## src/rtl/control_unit.sv

```systemverilog
// control_unit: multi-cycle fetch/decode/execute sequencer owning the PC, IR and a 4x8 register file.
module control_unit #(
  parameter int ADDR_W = 8,
  parameter logic [ADDR_W-1:0] RESET_PC = '0
) (
  input  logic              clk,
  input  logic              rst,
  output logic [ADDR_W-1:0] mem_addr,
  input  logic [7:0]        mem_rdata,
  output logic [7:0]        alu_operand1,
  output logic [7:0]        alu_operand2,
  output logic [2:0]        alu_operation,
  output logic              alu_enable,
  input  logic [7:0]        alu_result,
  output logic [7:0]        out_data,
  output logic              out_valid,
  output logic              halted,
  output logic              zero
);
  localparam logic [2:0] FETCH = 3'd0, DECODE = 3'd1, FETCH_IMM = 3'd2, EXECUTE = 3'd3, HALT = 3'd4;
  localparam logic [2:0] OP_NOP = 3'b000, OP_LDI = 3'b001, OP_MOV = 3'b010, OP_ADD = 3'b011,
                         OP_SUB = 3'b100, OP_JMP = 3'b101, OP_OUT = 3'b110, OP_HLT = 3'b111;
  logic [2:0]        state_q, state_d;
  logic [ADDR_W-1:0] pc_q, pc_d;
  logic [7:0]        ir_q, ir_d;
  logic [3:0][7:0]   regs_q, regs_d;
  logic [7:0]        out_data_q, out_data_d;
  logic              out_valid_q, out_valid_d;
  logic              zero_q, zero_d;
  logic [2:0]        op;
  logic [1:0]        rd, rs;
  assign op = ir_q[7:5];
  assign rd = ir_q[3:2];
  assign rs = ir_q[1:0];
  assign mem_addr = pc_q;
  assign alu_operand1 = regs_q[rd];
  assign alu_operand2 = regs_q[rs];
  assign alu_enable = state_q == EXECUTE;
  assign alu_operation = alu_enable ? op : 3'b000;
  assign out_data = out_data_q;
  assign out_valid = out_valid_q;
  assign halted = state_q == HALT;
  assign zero = zero_q;
  always_comb begin
    state_d = state_q;
    pc_d = pc_q;
    ir_d = ir_q;
    regs_d = regs_q;
    out_data_d = out_data_q;
    out_valid_d = 1'b0;
    zero_d = zero_q;
    case (state_q)
      FETCH: begin
        ir_d = mem_rdata;
        pc_d = pc_q + ADDR_W'(1);
        state_d = DECODE;
      end
      DECODE: begin
        state_d = FETCH;
        case (op)
          OP_MOV: regs_d[rd] = regs_q[rs];
          OP_OUT: begin
            out_data_d = regs_q[rs];
            out_valid_d = 1'b1;
          end
          OP_LDI, OP_JMP: state_d = FETCH_IMM;
          OP_ADD, OP_SUB: state_d = EXECUTE;
          OP_HLT: state_d = HALT;
          default: state_d = FETCH;
        endcase
      end
      FETCH_IMM: begin
        state_d = FETCH;
        if (op == OP_LDI) begin
          regs_d[rd] = mem_rdata;
          pc_d = pc_q + ADDR_W'(1);
        end else begin
          pc_d = ADDR_W'(mem_rdata);
        end
      end
      EXECUTE: begin
        regs_d[rd] = alu_result;
        zero_d = alu_result == 8'h00;
        state_d = FETCH;
      end
      HALT: state_d = HALT;
      default: state_d = FETCH;
    endcase
  end
  always_ff @(posedge clk or posedge rst) begin
    if (rst) begin
      state_q <= FETCH;
      pc_q <= RESET_PC;
      ir_q <= 8'h00;
      regs_q <= '0;
      out_data_q <= 8'h00;
      out_valid_q <= 1'b0;
      zero_q <= 1'b0;
    end else begin
      state_q <= state_d;
      pc_q <= pc_d;
      ir_q <= ir_d;
      regs_q <= regs_d;
      out_data_q <= out_data_d;
      out_valid_q <= out_valid_d;
      zero_q <= zero_d;
    end
  end
endmodule

```

## config.mk

```make
export PLATFORM = sky130hd
export DESIGN_NAME = control_unit
export DESIGN_NICKNAME = d
export VERILOG_FILES = /design/src/rtl/control_unit.sv
export SDC_FILE = /design/constraint.sdc
export NUM_CORES = 1
export LEC_CHECK = 0
export ABC_AREA = 1
export BUFFER_PORTS_ARGS = -buffer_cell sky130_fd_sc_hd__buf_2
export CELL_PAD_IN_SITES_DETAIL_PLACEMENT = 1
export CELL_PAD_IN_SITES_GLOBAL_PLACEMENT = 1
export CORE_MARGIN = 4
export CORE_UTILIZATION = 44
export CTS_CLUSTER_SIZE = 14
export DETAILED_ROUTE_END_ITERATION = 7
export GPL_ROUTABILITY_DRIVEN = 0
export PLACE_DENSITY_LB_ADDON = 0.08
export SYNTH_ARGS = -nofsm -noshare
export SYNTH_HDL_FRONTEND = slang
export SYNTH_SLANG_ARGS = --single-unit
export TNS_END_PERCENT = 10
```

## constraint.sdc

```tcl
create_clock -name clk -period 4.1 [get_ports clk]
set_input_delay 0.615 -clock clk [delete_from_list [all_inputs] [get_ports clk]]
set_output_delay 0.615 -clock clk [all_outputs]
set_load 0.05 [all_outputs]
```

==> key figures <==
STA
  – Final Cycle Share: 76.4%
  – RSZ-0062 raised after global routing: no
  – Tightest hold margin: 494 ps
  – Final Max Slew Viols: 0
  – Setup violators final: 0
  – Post-route minimum period: 3130 ps
  – Least-Margin Pin Slew: 1000 ps
  – Clock Skews: about 9 ps
  – Number of hold violations in the final report: 0
  – Final WS setup: 966 ps
  – Max-slew headroom at the worst pin: between 30% and 40%
  – Fmax achieved: roughly 320 MHz
  – Total Negative Setup Slacks: 0 ps

Global route
  – Number of antenna violations at the first check in global routing: 0
  – Vias in the first global route: 5225
  – Pin count of the biggest net entering global routing: 46
  – Total grt overflow: 0
  – All-Layer GR Usage: a little under a third
  – First-pass GRT wire length: 28.3 mm

Final layout
  – Filler instances: around 1400
  – Layout Area Growth over Synthesis: 13.1%
  – Finished Layout Cells: 938
  – Net count of the finished layout: a little over 800
  – Share of post-route cells with drive strength above 1: ~12%
  – Number of antenna diodes: 0
  – Post-route cell area: approximately 0.0051 sq mm

Clock tree
  – Num CTS Buffers: 9
  – Buffers from clock root to sink, at most: 2
  – CTS H-tree lvls: 3
  – Number of gates resized after CTS: 0
  – TritonCTS clock tree: yes
  – Post-CTS clock slew at the launch and capture registers of the worst setup and hold paths: about 70 ps
  – Clock latency on the worst-skew pair: ~360 ps
  – Setup bufs post-CTS: 0
  – Clk Tree Root Cell: sky130_fd_sc_hd__clkbuf_8
  – TritonCTS sink count: 60
  – Count of hold buffers inserted by post-cts repair: 0

Yosys
  – Number of unique standard cell types used by synthesis: 29
  – Average size of a mapped cell: 5.91 sq um
  – Proportion of register bits with asynchronous set or reset after synthesis: between 90% and 100%
  – Most used flip-flop cell after synthesis: sky130_fd_sc_hd__dfrtp_1
  – Gate count of the mapped netlist: about 760
  – Number of flops mapped to enable cells by yosys: 0
  – Count of state elements after synthesis: 60
  – Warning count from the yosys run: 0
  – Number of nets in the synthesized netlist: 776
  – Portion of the post-synthesis area used by sequential elements: 33.5%
  – Netlist Area Pre-Place: 0.00448 sq mm

Drt
  – Average vias per placed instance: roughly 5.6
  – Mean routed wirelength per cell: between 15 and 20 um
  – Total number of vias: 5230
  – Remaining number of nets flagged by the antenna check after routing: 0
  – First-iteration detailed-routing DRC count: 464
  – Detailed Routing Iterations Pass 1: 7
  – Total wire length: 17.8 mm
  – DRC: 0

Floorplan
  – Chip Height: 109 um
  – Effective utilization at floorplan: around 46%
  – Core Footprint: between 0.009 and 0.01 sq mm
  – Die Footprint: 0.0119 sq mm
  – Boundary pin count: 57
  – Std-Cell Rows: 36
  – Overall die width: 109 um

Critical path
  – Worst setup path class: reg -> out
  – Highest fanout seen on the critical path: 20
  – Startpoint type of the worst setup path: flip-flop
  – Arrival @ worst endpoint: 2520 ps
  – Type of element capturing the critical path: output port
  – Worst r2r path cells: 7
  – Critical path data required time: around 3500 ps

Worst hold path
  – Worst hold stages: 2
  – Hold crit path type: reg -> reg

Power
  – Total power divided by cell area: 999 mW/mm^2
  – Leak: between 2 and 3 nW
  – Max rail drop VDD: 0.585 mV

Placement
  – Post-DP HPWL: 13.3 mm
  – Port Buffers: 56
  – Number of placed cells counting well taps: 922
  – Area post-placement: 0.00482 sq mm
  – Post-Place Setup Slack: about 1400 ps

Flow run
  – Count of maximum capacitance violations: 0

Status
  – Run status: finished clean
-- Yosys cell counts, types with 2 or more instances --
| cell | number | area share (%) |
|---|---|---|
| sky130_fd_sc_hd__nor2_2 | 7 | 0.98 |
| sky130_fd_sc_hd__clkbuf_1 | 9 | 0.75 |
| sky130_fd_sc_hd__nor2_1 | 18 | 1.5 |
| sky130_fd_sc_hd__dfrtp_1 | 60 | 34 |
| sky130_fd_sc_hd__nor2_4 | 6 | 1.5 |
| sky130_fd_sc_hd__nand2_1 | 433 | 36 |
| sky130_fd_sc_hd__buf_2 | 15 | 1.7 |
| sky130_fd_sc_hd__nand4_1 | 7 | 0.98 |
| sky130_fd_sc_hd__a22oi_1 | 8 | 1.3 |
| sky130_fd_sc_hd__nand3_1 | 62 | 6.9 |
| sky130_fd_sc_hd__inv_1 | 72 | 6.0 |
| sky130_fd_sc_hd__buf_4 | 2 | 0.34 |
| sky130_fd_sc_hd__a21oi_1 | 5 | 0.56 |
| sky130_fd_sc_hd__o221ai_1 | 8 | 1.6 |
| sky130_fd_sc_hd__o21ai_0 | 18 | 2.0 |
| sky130_fd_sc_hd__a31oi_1 | 8 | 1.1 |
| sky130_fd_sc_hd__inv_2 | 5 | 0.42 |
| sky130_fd_sc_hd__nand2_2 | 2 | 0.28 |
| sky130_fd_sc_hd__nor3_1 | 2 | 0.22 |
-- final cells by class --
type / instances / area (sq um) / area share [%]
clock buffers: 10 / 128 / 2.52
clock inverters: 6 / 113 / 2.22
inverters: 77 / 289 / 5.71
multi-input cells: 593 / 2560 / 50.6
flip-flops and latches: 60 / 1500 / 29.7
well taps: 133 / 166 / 3.29
repair buffers: 59 / 303 / 5.98
-- where the power goes --
group          switching (mW)  leakage, nW  internal, mW  total (mW)
logic                    2.50         2.06         0.752        3.25
clock network           0.271        0.120         0.405       0.676
registers               0.313        0.774         0.817        1.13
total                    3.08         2.95          1.97        5.06
-- stage by stage --
stage	power [mW]	utilization, %
6_report	5.06	51.5
5_1_grt	5.40	51.5
4_1_cts	5.01	51.5
3_5_place_dp	4.32	49.1
3_3_place_gp	4.19	49.1
2_1_floorplan	3.42	-
-- critical path, cell delays in order, from the launching register on --
cell and delay [ps]:
sky130_fd_sc_hd__dfrtp_1 800, sky130_fd_sc_hd__inv_2 310, sky130_fd_sc_hd__nor2_2 420, sky130_fd_sc_hd__a22oi_1 150, sky130_fd_sc_hd__o221ai_1 160, sky130_fd_sc_hd__buf_2 330
-- routing by layer --
layer | wire length [um] | GRT usage (%)
met5 | 0 | 0
met4 | 442 | 9.74
met3 | 1160 | 4.38
met2 | 8400 | 49.6
met1 | 7770 | 44.2
-- cells in the final DEF, fill, tap and decap left out, types with 2 or more instances in the layout --
master                        n
sky130_fd_sc_hd__a21oi_1      5
sky130_fd_sc_hd__a22oi_1      8
sky130_fd_sc_hd__a31oi_1      8
sky130_fd_sc_hd__buf_2       56
sky130_fd_sc_hd__buf_4        3
sky130_fd_sc_hd__bufinv_16    3
sky130_fd_sc_hd__clkbuf_8     9
sky130_fd_sc_hd__clkinv_4     2
sky130_fd_sc_hd__dfrtp_1     60
sky130_fd_sc_hd__inv_1       71
sky130_fd_sc_hd__inv_2        6
sky130_fd_sc_hd__nand2_1    433
sky130_fd_sc_hd__nand2_2      2
sky130_fd_sc_hd__nand3_1     62
sky130_fd_sc_hd__nand4_1      7
sky130_fd_sc_hd__nor2_1      17
sky130_fd_sc_hd__nor2_2       8
sky130_fd_sc_hd__nor2_4       6
sky130_fd_sc_hd__nor3_1       2
sky130_fd_sc_hd__o21ai_0     18
sky130_fd_sc_hd__o221ai_1     8
-- cell families after synthesis --
| logic type | Yosys count | share of synthesized area (%) |
|---|---|---|
| AOI/OAI and AO/OA | 53 | 7.55 |
| and+or+nand+nor | 539 | 49.3 |
| buffers and inverters | 104 | 9.31 |
| adders and majority gates | 1 | 0.279 |
| DFF | 60 | 33.5 |
-- final timing paths --
check | from | to | slack (ps)
max in group asynchronous | rst | mem_addr[2] | 2780
min in group asynchronous | rst | out_valid | 500
setup / recovery | ir_q[2] | alu_operand1[2] | 970
setup reg to reg | ir_q[2] | flip-flop | 1440
hold reg to reg | flip-flop | flip-flop | 490
hold / removal | flip-flop | flip-flop | 490
Note: power is estimated with default switching activity, not from simulation.
